<file path="config.mk">
export PLATFORM = sky130hd
export DESIGN_NAME = exibe_sequencia
export DESIGN_NICKNAME = d
export VERILOG_FILES = /design/src/rtl/exibe_pkg.sv /design/src/rtl/exibe_sequencia_rom_16x4.sv /design/src/rtl/exibe_sequencia.sv
export SDC_FILE = /design/constraint.sdc
export NUM_CORES = 1
export LEC_CHECK = 0
export BUFFER_PORTS_ARGS = -buffer_cell sky130_fd_sc_hd__buf_2
export CAP_MARGIN = 20
export CORE_UTILIZATION = 59
export CTS_CLUSTER_DIAMETER = 150
export CTS_CLUSTER_SIZE = 20
export DETAILED_ROUTE_END_ITERATION = 6
export PLACE_DENSITY = 0.89
export SETUP_SLACK_MARGIN = 0.15
export SLEW_MARGIN = 20
export SYNTH_ARGS = -nofsm -noshare
export SYNTH_HDL_FRONTEND = slang
export SYNTH_HIERARCHICAL = 1
export SYNTH_SLANG_ARGS = --single-unit
</file>
<file path="constraint.sdc">
create_clock -name clock -period 5.2 [get_ports clock]
set_input_delay 1.04 -clock clock [delete_from_list [all_inputs] [get_ports clock]]
set_output_delay 1.04 -clock clock [all_outputs]
set_load 0.01 [all_outputs]
</file>
<file path="src/rtl/exibe_pkg.sv">
// Shared definitions for the memory-game sequence presenter and the player-side checker:
// state codes, default timings and the common 16x4 one-hot ROM contents.
package exibe_pkg;

    localparam logic [3:0] EST_INICIAL    = 4'h0;
    localparam logic [3:0] EST_PREPARACAO = 4'h1;
    localparam logic [3:0] EST_MOSTRA     = 4'h2;
    localparam logic [3:0] EST_INTERVALO  = 4'h3;
    localparam logic [3:0] EST_PROXIMO    = 4'h4;
    localparam logic [3:0] EST_FIM        = 4'hF;

    typedef enum logic [3:0] {
        INICIAL    = EST_INICIAL,
        PREPARACAO = EST_PREPARACAO,
        MOSTRA     = EST_MOSTRA,
        INTERVALO  = EST_INTERVALO,
        PROXIMO    = EST_PROXIMO,
        FIM        = EST_FIM
    } estado_t;

    localparam int T_ON_PADRAO  = 4;
    localparam int T_OFF_PADRAO = 2;

    // Same table the checker compares chaves against; edit here only.
    localparam logic [3:0] ROM_INIT [16] = '{
        4'b0001, 4'b0010, 4'b0100, 4'b1000,
        4'b0100, 4'b0010, 4'b0001, 4'b0001,
        4'b0010, 4'b0010, 4'b0100, 4'b0100,
        4'b1000, 4'b1000, 4'b0001, 4'b0100
    };

    function automatic int largura_timer(input int a, input int b);
        int m;
        int w;
        m = (a > b) ? a : b;
        w = $clog2(m);
        return (w < 1) ? 1 : w;
    endfunction

endpackage

</file>
<file path="src/rtl/exibe_sequencia_rom_16x4.sv">
// Combinational 16x4 sequence ROM, contents shared with the checker through exibe_pkg.
module rom_16x4
    import exibe_pkg::*;
(
    input  logic [3:0] endereco,
    output logic [3:0] dados
);

    assign dados = ROM_INIT[endereco];

endmodule

</file>
<file path="src/rtl/exibe_sequencia.sv">
// Sequence presenter: on iniciar, lights ROM entries 0..limite on the LEDs, each for
// T_ON cycles followed by a T_OFF-cycle dark gap, then parks in fim with pronto high.
//
// state      | meaning
// inicial    | idle after reset, waiting for iniciar
// preparacao | address/timer cleared, limite latched
// mostra     | current entry lit for T_ON cycles
// intervalo  | LEDs dark for T_OFF cycles
// proximo    | one extra dark cycle while the address advances
// fim        | sequence done, pronto high, waiting for iniciar
module exibe_sequencia
    import exibe_pkg::*;
#(
    parameter int T_ON  = T_ON_PADRAO,
    parameter int T_OFF = T_OFF_PADRAO
) (
    input  logic       clock,
    input  logic       reset,
    input  logic       iniciar,
    input  logic [3:0] limite,
    output logic [3:0] leds,
    output logic       pronto,
    output logic [3:0] db_endereco,
    output logic [3:0] db_estado
);

    localparam int TW = largura_timer(T_ON, T_OFF);
    localparam logic [TW-1:0] TC_ON  = TW'(T_ON - 1);
    localparam logic [TW-1:0] TC_OFF = TW'(T_OFF - 1);

    estado_t        estado;
    logic [TW-1:0]  timer;
    logic [3:0]     endereco;
    logic [3:0]     limite_reg;
    logic [3:0]     rom_end;
    logic [3:0]     rom_dados;

    // Look one address ahead in proximo so leds can be registered on the same edge
    // that the address increments.
    assign rom_end = (estado == PROXIMO) ? endereco + 4'd1 : endereco;

    rom_16x4 u_rom (
        .endereco (rom_end),
        .dados    (rom_dados)
    );

    assign db_endereco = endereco;
    assign db_estado   = estado;

    always_ff @(posedge clock or negedge reset) begin
        if (!reset) begin
            estado     <= INICIAL;
            timer      <= '0;
            endereco   <= 4'd0;
            limite_reg <= 4'd0;
            leds       <= 4'b0000;
            pronto     <= 1'b0;
        end else begin
            case (estado)
                INICIAL, FIM: begin
                    if (iniciar) begin
                        estado     <= PREPARACAO;
                        timer      <= '0;
                        endereco   <= 4'd0;
                        limite_reg <= limite;
                        pronto     <= 1'b0;
                    end
                end
                PREPARACAO: begin
                    estado <= MOSTRA;
                    timer  <= '0;
                    leds   <= rom_dados;
                end
                MOSTRA: begin
                    if (timer == TC_ON) begin
                        estado <= INTERVALO;
                        timer  <= '0;
                        leds   <= 4'b0000;
                    end else begin
                        timer <= timer + 1'b1;
                    end
                end
                INTERVALO: begin
                    if (timer == TC_OFF) begin
                        timer <= '0;
                        if (endereco == limite_reg) begin
                            estado <= FIM;
                            pronto <= 1'b1;
                        end else begin
                            estado <= PROXIMO;
                        end
                    end else begin
                        timer <= timer + 1'b1;
                    end
                end
                PROXIMO: begin
                    estado   <= MOSTRA;
                    timer    <= '0;
                    endereco <= endereco + 4'd1;
                    leds     <= rom_dados;
                end
                default: begin
                    estado <= INICIAL;
                    timer  <= '0;
                    leds   <= 4'b0000;
                    pronto <= 1'b0;
                end
            endcase
        end
    end

endmodule

</file>
# Yosys cells after proc, flatten, opt, wreduce, memory -nomap -nowiden

Memories as Yosys holds them, arrays and structs flattened.
Index checks and enable logic that the tools add are counted.

Memories: 1
Output and inout bits: 13
Register bits after elaboration: 19
ROM bits: 64
Logic and storage cells: 56

Reductions and logical operators: 11
Equality and inequality tests: 12
Bitwise operators: 3
Order comparisons: 1
Multiplexer cells: 20
Add/subtract/negate cells: 2

Memory list:

| memory           | depth | width | read ports | clocked after Yosys merged registers in | wr ports | RTL line                      | text |
|---|---|---|---|---|---|---|---|
| (name not given) | 16    | 4     | 1          | 0                                       | 0        | exibe_sequencia_rom_16x4.sv:9 | `assign dados = ROM_INIT[endereco];` |

Operator list:

| cell                                                | number |
|---|---|
| two-way mux 4 bit                                   | 9 |
| case mux 4 bit (4 select lines)                     | 1 |
| case mux 4 bit (3 select lines)                     | 1 |
| equality test 4 x 2 -> 1 bit, second input constant | 2 |
| inequality test 2 bit, second input constant        | 4 |
| case mux 4 bit (2 select lines)                     | 1 |
| two-way mux 2 bit                                   | 3 |
| case mux 2 bit (3 select lines)                     | 1 |
| AND reduction 2 bit                                 | 3 |
| OR reduction 3 bit                                  | 2 |
| >= comparator 5 bit, second input constant          | 1 |
| NOT 4 -> 5 bit                                      | 1 |
| adder 4 x 1 -> 4 bit, second input constant         | 1 |
| equality test 4 x 1 -> 1 bit, second input constant | 1 |
| equality test 4 x 3 -> 1 bit, second input constant | 1 |
| equality test 4 bit                                 | 1 |
| equality test 4 bit, second input constant          | 1 |
| zero test 4 bit                                     | 1 |
| AND reduction 4 bit                                 | 1 |
| OR reduction 2 bit                                  | 2 |
| two-way mux 1 bit                                   | 3 |
| case mux 1 bit (3 select lines)                     | 1 |
| AND reduction 3 bit                                 | 1 |
| adder 2 x 1 -> 2 bit, second input constant         | 1 |
| other kinds (4)                                     | 5 |

# Longest topological paths before layout

Gate-level depths: netlist (run 1).

Depth in word-level cells: 7
Gate-level depth with buffers: 10
Depth with buffers taken out: 9

# Cells and area by module

Netlist (run 1), hierarchy kept.

By module, submodules not included:

| module          | area each (sq um) | sequential area each (sq um) | instances | cells each |
|---|---|---|---|---|
| exibe_sequencia | 1133.6            | 475.5                        | 1         | 113 |
| rom_16x4        | 63.8              | 0.0                          | 1         | 10 |

# Least setup slack after synthesis (run 1)

No wires, ideal clock.

Path kind: reg-to-reg
Start point: reg estado[1] (netlist: db_estado[1])
End point: reg leds[0]
Required time: 5.079 ns
Path slack: 3.067 ns
Period minus slack after synthesis: 2.133 ns
Stages on the path, launching flop included: 10
Library setup time: 0.121 ns
Arrival time: 2.012 ns
Cells stage by stage: dfrtp_1 > buf_2 > nor2_2 > nand3_2 > inv_2 > and4_1 > xor2_1 > nand2_1 > a31o_1 > a22o_1

Word-level cells in the longest chain between the ends: 7
Elaborated cells on any way between the ends: 17
Classes of those cells: eq/ne: 6; mux: 4; bitwise: 2; reduce/logical: 4; memory: 1

RTL lines:

| what                                                  | RTL line                      | text |
|---|---|---|
| from (decl)                                           | exibe_sequencia.sv:31         | `estado_t estado;` |
| from (signal assigned)                                | exibe_sequencia.sv:52         | `estado <= INICIAL;` |
| from (signal assigned)                                | exibe_sequencia.sv:62         | `estado <= PREPARACAO;` |
| from (signal assigned)                                | exibe_sequencia.sv:70         | `estado <= MOSTRA;` |
| equality test 4 x 3 -> 1 bit                          | exibe_sequencia.sv:40         | `assign rom_end = (estado == PROXIMO) ? endereco + 4'd1 : endereco;` |
| two-way mux 4 bit                                     | exibe_sequencia.sv:40         |  |
| named net rom_end[3]                                  | exibe_sequencia.sv:35         | `logic [3:0] rom_end;` |
| NOT 4 -> 5 bit (not written as such)                  | exibe_sequencia_rom_16x4.sv:9 |  |
| memory (16 x 4 bit)                                   | -                             |  |
| two-way mux 4 bit (not written as such) (2 in series) | exibe_sequencia_rom_16x4.sv:9 |  |
| named net rom_dados[0]                                | exibe_sequencia.sv:36         | `logic [3:0] rom_dados;` |
| case mux 4 bit (3 select lines)                       | exibe_sequencia.sv:59         | `case (estado)` |
| to (signal assigned)                                  | exibe_sequencia.sv:72         | `leds <= rom_dados;` |
| to (signal assigned)                                  | exibe_sequencia.sv:100        | `leds <= rom_dados;` |
| to (decl)                                             | exibe_sequencia.sv:21         | `output logic [3:0] leds,` |

The timed path passes the listed nets, and every way through them passes these cells. The select of a mux whose other input is x is not followed.
A chain may end at the register's enable or synchronous reset.

# Worst setup path in the final report (run 1)

Start point: reg estado[1] (netlist: db_estado[1])
End point: reg leds[3]

The elaborated chain is that of the path after synthesis.

==> impl_metrics.json, run 1 <==
{
  "clock_latency_ns": 0.31,
  "slowest_delay_ns": 0.53,
  "grt_pass1_wl_um": 3880,
  "synthToLayoutAreaGrowth_pct": 10.2,
  "vias": 1032,
  "setup_tns_ns": 0,
  "yosys.area.top_type": "dfrtp_1",
  "synthCells": 123,
  "max_slew_margin_pct": 65.4,
  "cp_top_family": "simple AND/OR/NAND/NOR gates",
  "nNetsFinal": 154,
  "detail-route-antenna-nets": 0,
  "critPathLaunchType": "register",
  "drt_iter0_markers": 42,
  "synth_seq_cells": 19,
  "synth_edf_count": 0,
  "layout_min_cycle_time_ns": 2.36,
  "core_area_um2": 1820,
  "synth.top_cell.area_share_pct": 39.7,
  "final_util_pct": 72.5,
  "syn_area_per_cell_um2": 9.73,
  "fmax_mhz": 424,
  "timing.rr.start": "db_estado[1]",
  "hold_path.class": "reg2reg",
  "async_flop_share_pct": 100,
  "muxShareOfSynthArea_pct": 6.37,
  "outcome": "completed",
  "pwr-share-comb_pct": 52.4,
  "synth_nets": 135,
  "fin_worst_skew_ns": 0.00638,
  "cts_tree": "done",
  "setup_viol": 0,
  "hold_viol_final": 0,
  "slew_viol_final": 0,
  "synth-compound-area-share_pct": 19.4,
  "synth_top_family_by_area": "compound AO/OA/AOI/OAI gates",
  "first_pass_iters": 4,
  "p_total_w": 0.000755,
  "min_from": "leds[2]",
  "r2r_slack_ns": 2.84,
  "post-route-period-util_pct": 45.3,
  "clockBufferDepth": 2,
  "num_rows": 15,
  "cts.reportedPaths.clkPinSlew_ns": 0.11,
  "cp-end-kind": "register",
  "synth_top_flop_cell": "dfrtp_1",
  "hpwl_um": 1860,
  "cts_made_buffers": 3,
  "path_cells": "nor2_2 > nand3_2 > inv_2 > and4_1 > xor2_1 > nor2_1 > a32o_1 > a22o_1",
  "gp_congestion": 0.931,
  "synth-seq-area-share_pct": 39.7,
  "num-fill-cells": 143,
  "pwr-share-seq_pct": 37.3,
  "cts-htree-levels": 1,
  "cp_data_arrival_time_ns": 2.57,
  "cp_max_fo": 11,
  "rsz0062_at_grt": "no",
  "grt_max_degree": 20,
  "timing.rr.end": "leds[3]",
  "required_ns": 5.41,
  "dieWidth_um": 47.1,
  "start_util_pct": 65.8,
  "yosysWarnings": 6,
  "p_sw_w": 0.000337,
  "first_global_vias": 884,
  "internal_power_w": 0.000419,
  "stdcell_area_um2": 1320,
  "p_leak_nw": 0.661,
  "synth_area_um2": 1200,
  "yosys.area_share.simple_pct": 18.7,
  "hold_depth": 1,
  "swShare_pct": 44.6,
  "wl_per_cell_um": 15.2,
  "synth_cell_types": 46,
  "port_buffers": 19,
  "die_height_um": 47.1,
  "worst_pin_slew_ns": 0.515,
  "crit_type": "reg2reg",
  "cts_hold_buffers": 0,
  "vias_per_cell": 6.22,
  "synthMostInstantiatedCell": "dfrtp_1",
  "grt_overflow": 0,
  "wirelength_um": 2520,
  "antenna_found_initial": 0,
  "vdd_drop_max_v": 0.000320,
  "power.density_nw_per_um2": 572,
  "clock_power_share_pct": 10.3,
  "cts_setup_buffers": 0,
  "synth-adder-area-share_pct": 5.22,
  "final_layout_size_suffix_gt1_share_pct": 25.5,
  "path_buf_inv": 1,
  "cts-root-buf": "clkbuf_4",
  "synth-xor-area-share_pct": 5.12,
  "grt.total_usage_pct": 25.4,
  "synth_area_leaders": "dfrtp_1 (40%), ha_1 (5.2%), nand2_1 (4.1%), mux2_2 (3.8%), a22o_1 (3.7%)",
  "die_area_um2": 2210,
  "cap_violations": 0,
  "synth_common_cells": "dfrtp_1 (19), nand2_1 (13), nor2_1 (10)",
  "r2r_cells": 8,
  "post_cts_resized": 0,
  "io_pins": 20,
  "diodes": 0,
  "placed_area_um2": 1290,
  "cts_sinks": 19,
  "crit_path_top_delay_cell": "dfrtp_1",
  "drc_errors": 0,
  "whs_endpoint": "leds[2]"
}
## power groups by stage
stage                     combinational (W)  clock (W)  sequential (W)
after detailed placement           0.000390          0        0.000283
after global placement             0.000374          0        0.000280
final                              0.000396  0.0000774        0.000282
after global routing               0.000441  0.0000826        0.000292
after floorplan                    0.000308          0        0.000270
after CTS                          0.000393  0.0000781        0.000280
## logic make-up (layout without fill, tap and decap cells)
group                    after synthesis  after routing
adder cells (fa/ha/maj)                5              5
multiplexers                           7              7
flip-flops                            19             19
AND/OR/NAND/NOR                       41             41
XOR/XNOR                               7              7
buffers and inverters                 14             32
AO/OA/AOI/OAI                         30             30
## area by class of cell
cell class              instances  area, um2  share of cell area [%]
repair buffers                 19       95.1                    7.20
well taps                      25       31.3                    2.37
clock buffers                   3       22.5                    1.71
flip-flops and latches         19        475                    36.0
clock inverters                 1       5.00                   0.379
multi-input cells              90        657                    49.8
inverters                       9       33.8                    2.56
## how the worst max path moves through the flow
| stage | start | endpoint | slack, ns | cells after the start |
|---|---|---|---|---|
| after global placement | db_estado[0] | leds[3] | 3.04 | 8 |
| after CTS | db_estado[1] | leds[3] | 2.87 | 8 |
| final | db_estado[1] | leds[3] | 2.84 | 8 |
| after global routing | db_estado[1] | leds[0] | 2.69 | 8 |
| after detailed placement | db_estado[1] | leds[3] | 2.90 | 8 |
| after floorplan | db_estado[1] | leds[0] | 3.07 | 9 |
## layout by cell type (no fill, tap or decap), types with 3 or more instances in the layout
| cell type | Yosys | layout |
|---|---|---|
| buf_2 | 4 | 19 |
| nor2_1 | 10 | 10 |
| ha_1 | 5 | 5 |
| nand2_1 | 13 | 13 |
| a22o_1 | 5 | 5 |
| inv_1 | 8 | 8 |
| mux2_2 | 4 | 4 |
| dfrtp_1 | 19 | 19 |
| clkbuf_4 | 0 | 3 |
| a21oi_1 | 5 | 5 |
| xor2_1 | 5 | 5 |
## stage by stage
step                      setup slack [ns]  hold WS [ns]  instances
final                                 2.84         0.503        166
after global routing                  2.69         0.525        166
after CTS                             2.87         0.511        166
after detailed placement              2.90         0.485        162
after global placement                3.04         0.476        162
after floorplan                       3.07         0.499        123
## per-layer routing
metal	GRT usage (%)	routed length (um)	part of all wire (%)
met2	42.5	1230	49
met4	8.57	30	1.2
met1	32.4	1080	43
met3	5.77	179	7.1
met5	0	0	0
No activity file was read; power rests on OpenSTA's default activity.
==> run 2, diff against run 1 <==
--- a/config.mk
+++ b/config.mk
@@ -5,13 +5,14 @@
 export SDC_FILE = /design/constraint.sdc
 export NUM_CORES = 1
 export LEC_CHECK = 0
+export ABC_AREA = 1
 export BUFFER_PORTS_ARGS = -buffer_cell sky130_fd_sc_hd__buf_2
 export CAP_MARGIN = 20
-export CORE_UTILIZATION = 59
+export CORE_UTILIZATION = 54
 export CTS_CLUSTER_DIAMETER = 150
 export CTS_CLUSTER_SIZE = 20
 export DETAILED_ROUTE_END_ITERATION = 6
-export PLACE_DENSITY = 0.89
+export PLACE_DENSITY = 0.84
 export SETUP_SLACK_MARGIN = 0.15
 export SLEW_MARGIN = 20
 export SYNTH_ARGS = -nofsm -noshare
==> constraint.sdc (replaced) <==
create_clock -name clock -period 2.2 [get_ports clock]
set_input_delay 0.44 -clock clock [delete_from_list [all_inputs] [get_ports clock]]
set_output_delay 0.44 -clock clock [all_outputs]
set_load 0.01 [all_outputs]
==> run 2 against run 1 <==
Flip-flop and latch count is the same. Maximum frequency grew 32%. Clock power grew 120%. Worst setup slack lost 2.4 ns. Non-clock buffer count grew 1. Clock skew shrank 0.0045 ns. Sequential power grew 97%. Register-to-register slack lost 2.4 ns. First-iteration DRC count shrank 69%. Count of clock-buffer cells in the layout grew 1. Die area grew 2.4%. Wire length shrank 11%.
==> impl_metrics.json, run 2 <==
{
  "outcome": "completed",
  "clock_latency_ns": 0.29,
  "layout_min_cycle_time_ns": 1.79,
  "synth-seq-area-share_pct": 42.3,
  "synth_edf_count": 0,
  "drc_errors": 0,
  "grt_max_degree": 20,
  "cts-root-buf": "clkbuf_4",
  "post-route-period-util_pct": 81.4,
  "cts_hold_buffers": 0,
  "synth.top_cell.area_share_pct": 42.3,
  "port_buffers": 19,
  "gp_congestion": 0.879,
  "clockBufferDepth": 2,
  "core_area_um2": 1960,
  "cts.reportedPaths.clkPinSlew_ns": 0.10,
  "synth_common_cells": "nand2_1 (46), inv_1 (26), dfrtp_1 (19)",
  "endpoint": "leds[3]",
  "p_leak_nw": 0.753,
  "wirelength_um": 2240,
  "first_global_vias": 866,
  "grt.total_usage_pct": 22.5,
  "startpoint": "db_estado[1]",
  "rsz0062_at_grt": "no",
  "synthCells": 153,
  "required_ns": 2.36,
  "num-fill-cells": 178,
  "synth_area_um2": 1120,
  "multi_input_area_um2": 552,
  "cap_violations": 0,
  "cts_sinks": 19,
  "setup_tns_ns": 0,
  "hpwl_um": 1770,
  "grt_overflow": 0,
  "slowest_delay_ns": 0.46,
  "cp_max_fo": 6,
  "synthMostInstantiatedCell": "nand2_1",
  "cts_tree": "done",
  "detail-route-antenna-nets": 0,
  "cts_made_buffers": 3,
  "start_util_pct": 57.3,
  "diodes": 0,
  "seqCellArea_um2": 477,
  "synth_area_leaders": "dfrtp_1 (42%), nand2_1 (15%), inv_1 (8.7%), o21ai_0 (5.8%), ha_1 (5.6%)",
  "cp_data_arrival_time_ns": 1.95,
  "num_rows": 16,
  "yosys.area.top_type": "dfrtp_1",
  "cp-end-kind": "register",
  "max_slew_margin_pct": 67.2,
  "vias": 1041,
  "dieWidth_um": 47.6,
  "async_flop_share_pct": 100,
  "fmax_mhz": 559,
  "syn_area_per_cell_um2": 7.34,
  "cts-htree-levels": 1,
  "slew_viol_final": 0,
  "die_height_um": 47.6,
  "io_pins": 20,
  "synth_seq_cells": 19,
  "fin_worst_skew_ns": 0.00187,
  "timing.rr.end": "leds[3]",
  "hold_path.class": "in2async",
  "die_area_um2": 2270,
  "final_layout_size_suffix_gt1_share_pct": 20.3,
  "vdd_drop_max_v": 0.000810,
  "synth_top_flop_cell": "dfrtp_1",
  "synth_nets": 165,
  "r2r_cells": 11,
  "drt_iter0_markers": 13,
  "setup_viol": 0,
  "crit_top_cell": "o21ai_0",
  "final_util_pct": 65.9,
  "yosysWarnings": 6,
  "path_cells": "nor2_2 > nand2_2 > inv_2 > o21ai_0 > a21o_1 > o21ai_1 > inv_1 > nand2_1 > o21ai_0 > nand2_1 > o21ai_0",
  "final_cell_mix": "nand2_1 (45), inv_1 (25), buf_2 (19), dfrtp_1 (18), o21ai_0 (12)",
  "crit_path_top_delay_cell": "dfrtp_2",
  "wl_per_cell_um": 11.0,
  "critPathLaunchType": "register",
  "antenna_found_initial": 0,
  "synthToLayoutAreaGrowth_pct": 15.0,
  "crit_type": "reg2reg",
  "final_common_cell": "nand2_1",
  "nNetsFinal": 190,
  "power.density_nw_per_um2": 1170,
  "worst_pin_slew_ns": 0.488,
  "grt_pass1_wl_um": 3440,
  "hold_viol_final": 0,
  "synth_cell_types": 19,
  "timing.rr.start": "db_estado[1]",
  "first_pass_iters": 4,
  "r2r_slack_ns": 0.41,
  "vias_per_cell": 5.10,
  "p_total_w": 0.00151
}
## run 2: cell types whose count changed in the layout (fill, tap and decap cells not counted), moves of 3 or more
cell / before / now
nand2_1: 13 / 45
inv_1: 8 / 25
o21ai_0: 2 / 12
nand3_1: 2 / 11
a22o_1: 5 / 0
mux2_2: 4 / 0
nand2_2: 1 / 5
nor2_2: 1 / 4
xor2_1: 5 / 2
## run 2: where the power goes
| group | switching (W) | internal [W] | leakage, nW | total (W) |
|---|---|---|---|---|
| clock | 0.000101 | 0.0000705 | 0.0150 | 0.000172 |
| combinational | 0.000506 | 0.000275 | 0.490 | 0.000781 |
| sequential | 0.0000934 | 0.000461 | 0.248 | 0.000555 |
| total | 0.000701 | 0.000807 | 0.753 | 0.00151 |
## run 2: final cells by class
type	count	share of cell area, %
repair buffers	20	7.94
well taps	27	2.61
inverters	27	7.84
clock buffers	4	2.03
multi-input cells	107	42.7
flip-flops and latches	19	36.9
## run 2: routing by layer
metal	GRT usage, %	vias to the layer above	wire length [um]
met5	0	-	0
met4	15.0	0	60
met3	3.40	8	111
met2	35.9	36	1070
met1	28.3	471	1000
li1	-	526	-
## run 2: worst min-delay path by stage
stage,start,endpoint
after floorplan,reset,db_endereco[0]
after global placement,reset,limite_reg[2]
after detailed placement,reset,limite_reg[2]
after CTS,reset,limite_reg[2]
after global routing,reset,limite_reg[2]
final,reset,limite_reg[2]
## run 2: repair_timing
| item | 4_1_cts | 5_1_grt |
|---|---|---|
| gates resized for setup | 0 | 5 |
| endpoints found under the setup margin | 0 | 4 |
| hold endpoints to repair | 0 | 0 |
| buffers inserted | 0 | 0 |
## run 2: cells by family after synthesis
kind of cell,Yosys count,synth area share (%)
xor+xnor,3,2.34
fa+ha+maj,5,5.57
simple gates,78,30.6
flops,19,42.3
compound gates,21,10.1
buf+inv,27,9.02
## run 2: worst max-delay path, delay by kind of cell (launching register included)
| family | cells | cell delay, ns |
|---|---|---|
| flops | 1 | 0.46 |
| compound gates | 5 | 0.56 |
| simple gates | 4 | 0.44 |
| buf+inv | 2 | 0.20 |
## run 2: per-stage QoR
| stage | std cells | hold slack [ns] | worst slack, ns | cell area [um2] |
|---|---|---|---|---|
| after detailed placement | 200 | 0.401 | 0.353 | 1260 |
| after floorplan | 153 | 0.144 | 0.468 | 1120 |
| after CTS | 204 | 0.0712 | 0.326 | 1290 |
| final | 204 | 0.0686 | 0.410 | 1290 |
| after global routing | 204 | 0.0919 | 0.194 | 1290 |
| after global placement | 200 | 0.395 | 0.468 | 1260 |
==> run 3, diff against run 2 <==
==> constraint.sdc (replaced) <==
create_clock -name clock -period 1.85 [get_ports clock]
set_input_delay 0.37 -clock clock [delete_from_list [all_inputs] [get_ports clock]]
set_output_delay 0.37 -clock clock [all_outputs]
set_load 0.01 [all_outputs]
==> run 3 against run 2 <==
Die area stayed put. Critical endpoint is now leds[2]. Flip-flop and latch count stayed put. First-iteration DRC count is 150% higher. Critical path type unchanged. Total power is 33% higher. Final cell count is 5.9% higher. Clock skew is 0.0077 ns higher. Largest cell class unchanged. Wire length is 32% higher. Cell area is 12% higher. Via count is 8.8% higher. Worst setup slack worse by 0.22 ns.
==> impl_metrics.json, run 3 (synthesis results as in run 2) <==
{
  "slew_viol_final": 0,
  "placed_area_um2": 1280,
  "final_common_cell": "nand2_1",
  "cts.reportedPaths.clkPinSlew_ns": 0.12,
  "cts_sinks": 19,
  "max_slew_margin_pct": 70.7,
  "swShare_pct": 46.9,
  "power.density_nw_per_um2": 1380,
  "pwr-share-seq_pct": 32.1,
  "internal_power_w": 0.00106,
  "vias_per_cell": 5.25,
  "port_buffers": 19,
  "cts-root-buf": "clkbuf_4",
  "cap_violations": 0,
  "fmax_mhz": 602,
  "grt_pass1_wl_um": 3750,
  "vias": 1133,
  "grt_max_degree": 20,
  "cp_data_arrival_time_ns": 1.90,
  "die_height_um": 47.6,
  "setup_viol": 0,
  "synthToLayoutAreaGrowth_pct": 29.2,
  "num-fill-cells": 164,
  "first_pass_iters": 4,
  "cts_tree": "done",
  "hold_path.class": "in2reg",
  "final_cell_mix": "nand2_1 (42), inv_1 (21), buf_2 (19), dfrtp_1 (16), buf_4 (11)",
  "nNetsFinal": 202,
  "grt_util_met1_pct": 27.8,
  "core_area_um2": 1960,
  "final_util_pct": 74.0,
  "antenna_found_initial": 0,
  "die_area_um2": 2270,
  "p_leak_nw": 0.822,
  "drt_iter0_markers": 32,
  "start_util_pct": 57.3,
  "rsz0062_at_grt": "yes",
  "num_rows": 16,
  "post-route-period-util_pct": 89.8,
  "gp_congestion": 0.864,
  "grt.total_usage_pct": 24.0,
  "wirelength_um": 2960,
  "first_global_vias": 950,
  "cp_max_fo": 4,
  "required_ns": 2.09,
  "p_sw_w": 0.000938,
  "detail-route-antenna-nets": 0,
  "cts-htree-levels": 1,
  "wl_per_cell_um": 13.7,
  "worst_pin_slew_ns": 0.440,
  "clockBufferDepth": 2,
  "hold_viol_final": 0,
  "diodes": 0,
  "clock_power_share_pct": 10.9,
  "critPathLaunchType": "register",
  "pwr-share-comb_pct": 56.9,
  "met3_usage_pct": 4.53,
  "grt.busiest_layer": "met2",
  "crit_type": "reg2reg",
  "outcome": "completed",
  "final_layout_size_suffix_gt1_share_pct": 34.9,
  "dieWidth_um": 47.6,
  "fin_worst_skew_ns": 0.00953,
  "layout_min_cycle_time_ns": 1.66,
  "cts_made_buffers": 3,
  "grt_overflow": 0,
  "stdcell_area_um2": 1450,
  "setup_tns_ns": 0,
  "drc_errors": 0,
  "grtUsageMet2_pct": 40.8,
  "hpwl_um": 1910,
  "cp-end-kind": "register",
  "vdd_drop_max_v": 0.000911,
  "io_pins": 20,
  "clock_latency_ns": 0.30
}
[run 3: cell count changes in the layout (fill, tap and decap cells not counted), sizes merged]
cell,delta
buf,+11
clkbuf,-1
clkinv,+1
dlygate4sd3,+1
[run 3: final timing paths]
check,startpoint,endpoint,slack (ns),cells past startpoint
worst min-delay path,limite[0],limite_reg[0],0.30,3
worst max register to register,db_endereco[1],leds[2],0.19,11
min in group asynchronous,reset,db_endereco[0],0.52,2
max in group asynchronous,reset,db_endereco[1],1.00,2
worst min register to register,pronto,pronto,0.49,2
worst max-delay path,db_endereco[1],leds[2],0.19,11
[run 3: stage by stage]
stage / instances / setup WS (ns) / hold slack, ns / power [W]
finish: 216 / 0.189 / 0.303 / 0.00200
global route: 216 / 0.101 / 0.319 / 0.00215
CTS: 209 / 0.163 / 0.298 / 0.00185
detailed placement: 203 / 0.0176 / 0.332 / 0.00161
global placement: 203 / 0.131 / 0.329 / 0.00156
floorplan: 153 / 0.180 / 0.0744 / 0.00132
[run 3: area by class of cell]
class	instances	area, um2	share of cell area [%]
sequential	19	479	33.0
multi-input combinational	107	611	42.1
tap	27	33.8	2.33
clock inverter	1	5.00	0.345
clock buffer	3	22.5	1.55
timing repair buffer	32	199	13.7
inverter	27	101	6.98
[run 3: worst max-delay path, cell delays in order, from the launching register on]
cell and delay, ns:
dfrtp_2 0.46, buf_4 0.14, nand3_1 0.14, o21ai_2 0.08
a21o_1 0.18, o21ai_2 0.10, inv_2 0.09, nand2_2 0.09
nand2_1 0.08, nor2_1 0.11, nand2_1 0.06, o21ai_1 0.08
[run 3: power groups by stage]
stage                     Sequential, W  Combinational, W  Clock (W)
after global placement         0.000637          0.000920          0
after detailed placement       0.000647          0.000963          0
after CTS                      0.000638          0.000999   0.000214
after floorplan                0.000678          0.000640          0
after global routing           0.000653           0.00127   0.000232
final                          0.000643           0.00114   0.000218
[run 3: routing by layer]
metal | wire, um | share of wire [%]
met3 | 126 | 4.3
met5 | 0 | 0
met1 | 1220 | 41
met4 | 95 | 3.2
met2 | 1510 | 51
[run 3: what timing repair did]
action / 4_1_cts / 5_1_grt
pin swaps: 0 / 6
hold buffers: 1 / 0
hold endpoints to repair: 6 / 0
gates resized for setup: 5 / 24
endpoints found under the setup margin: 4 / 4
buffers inserted: 1 / 7
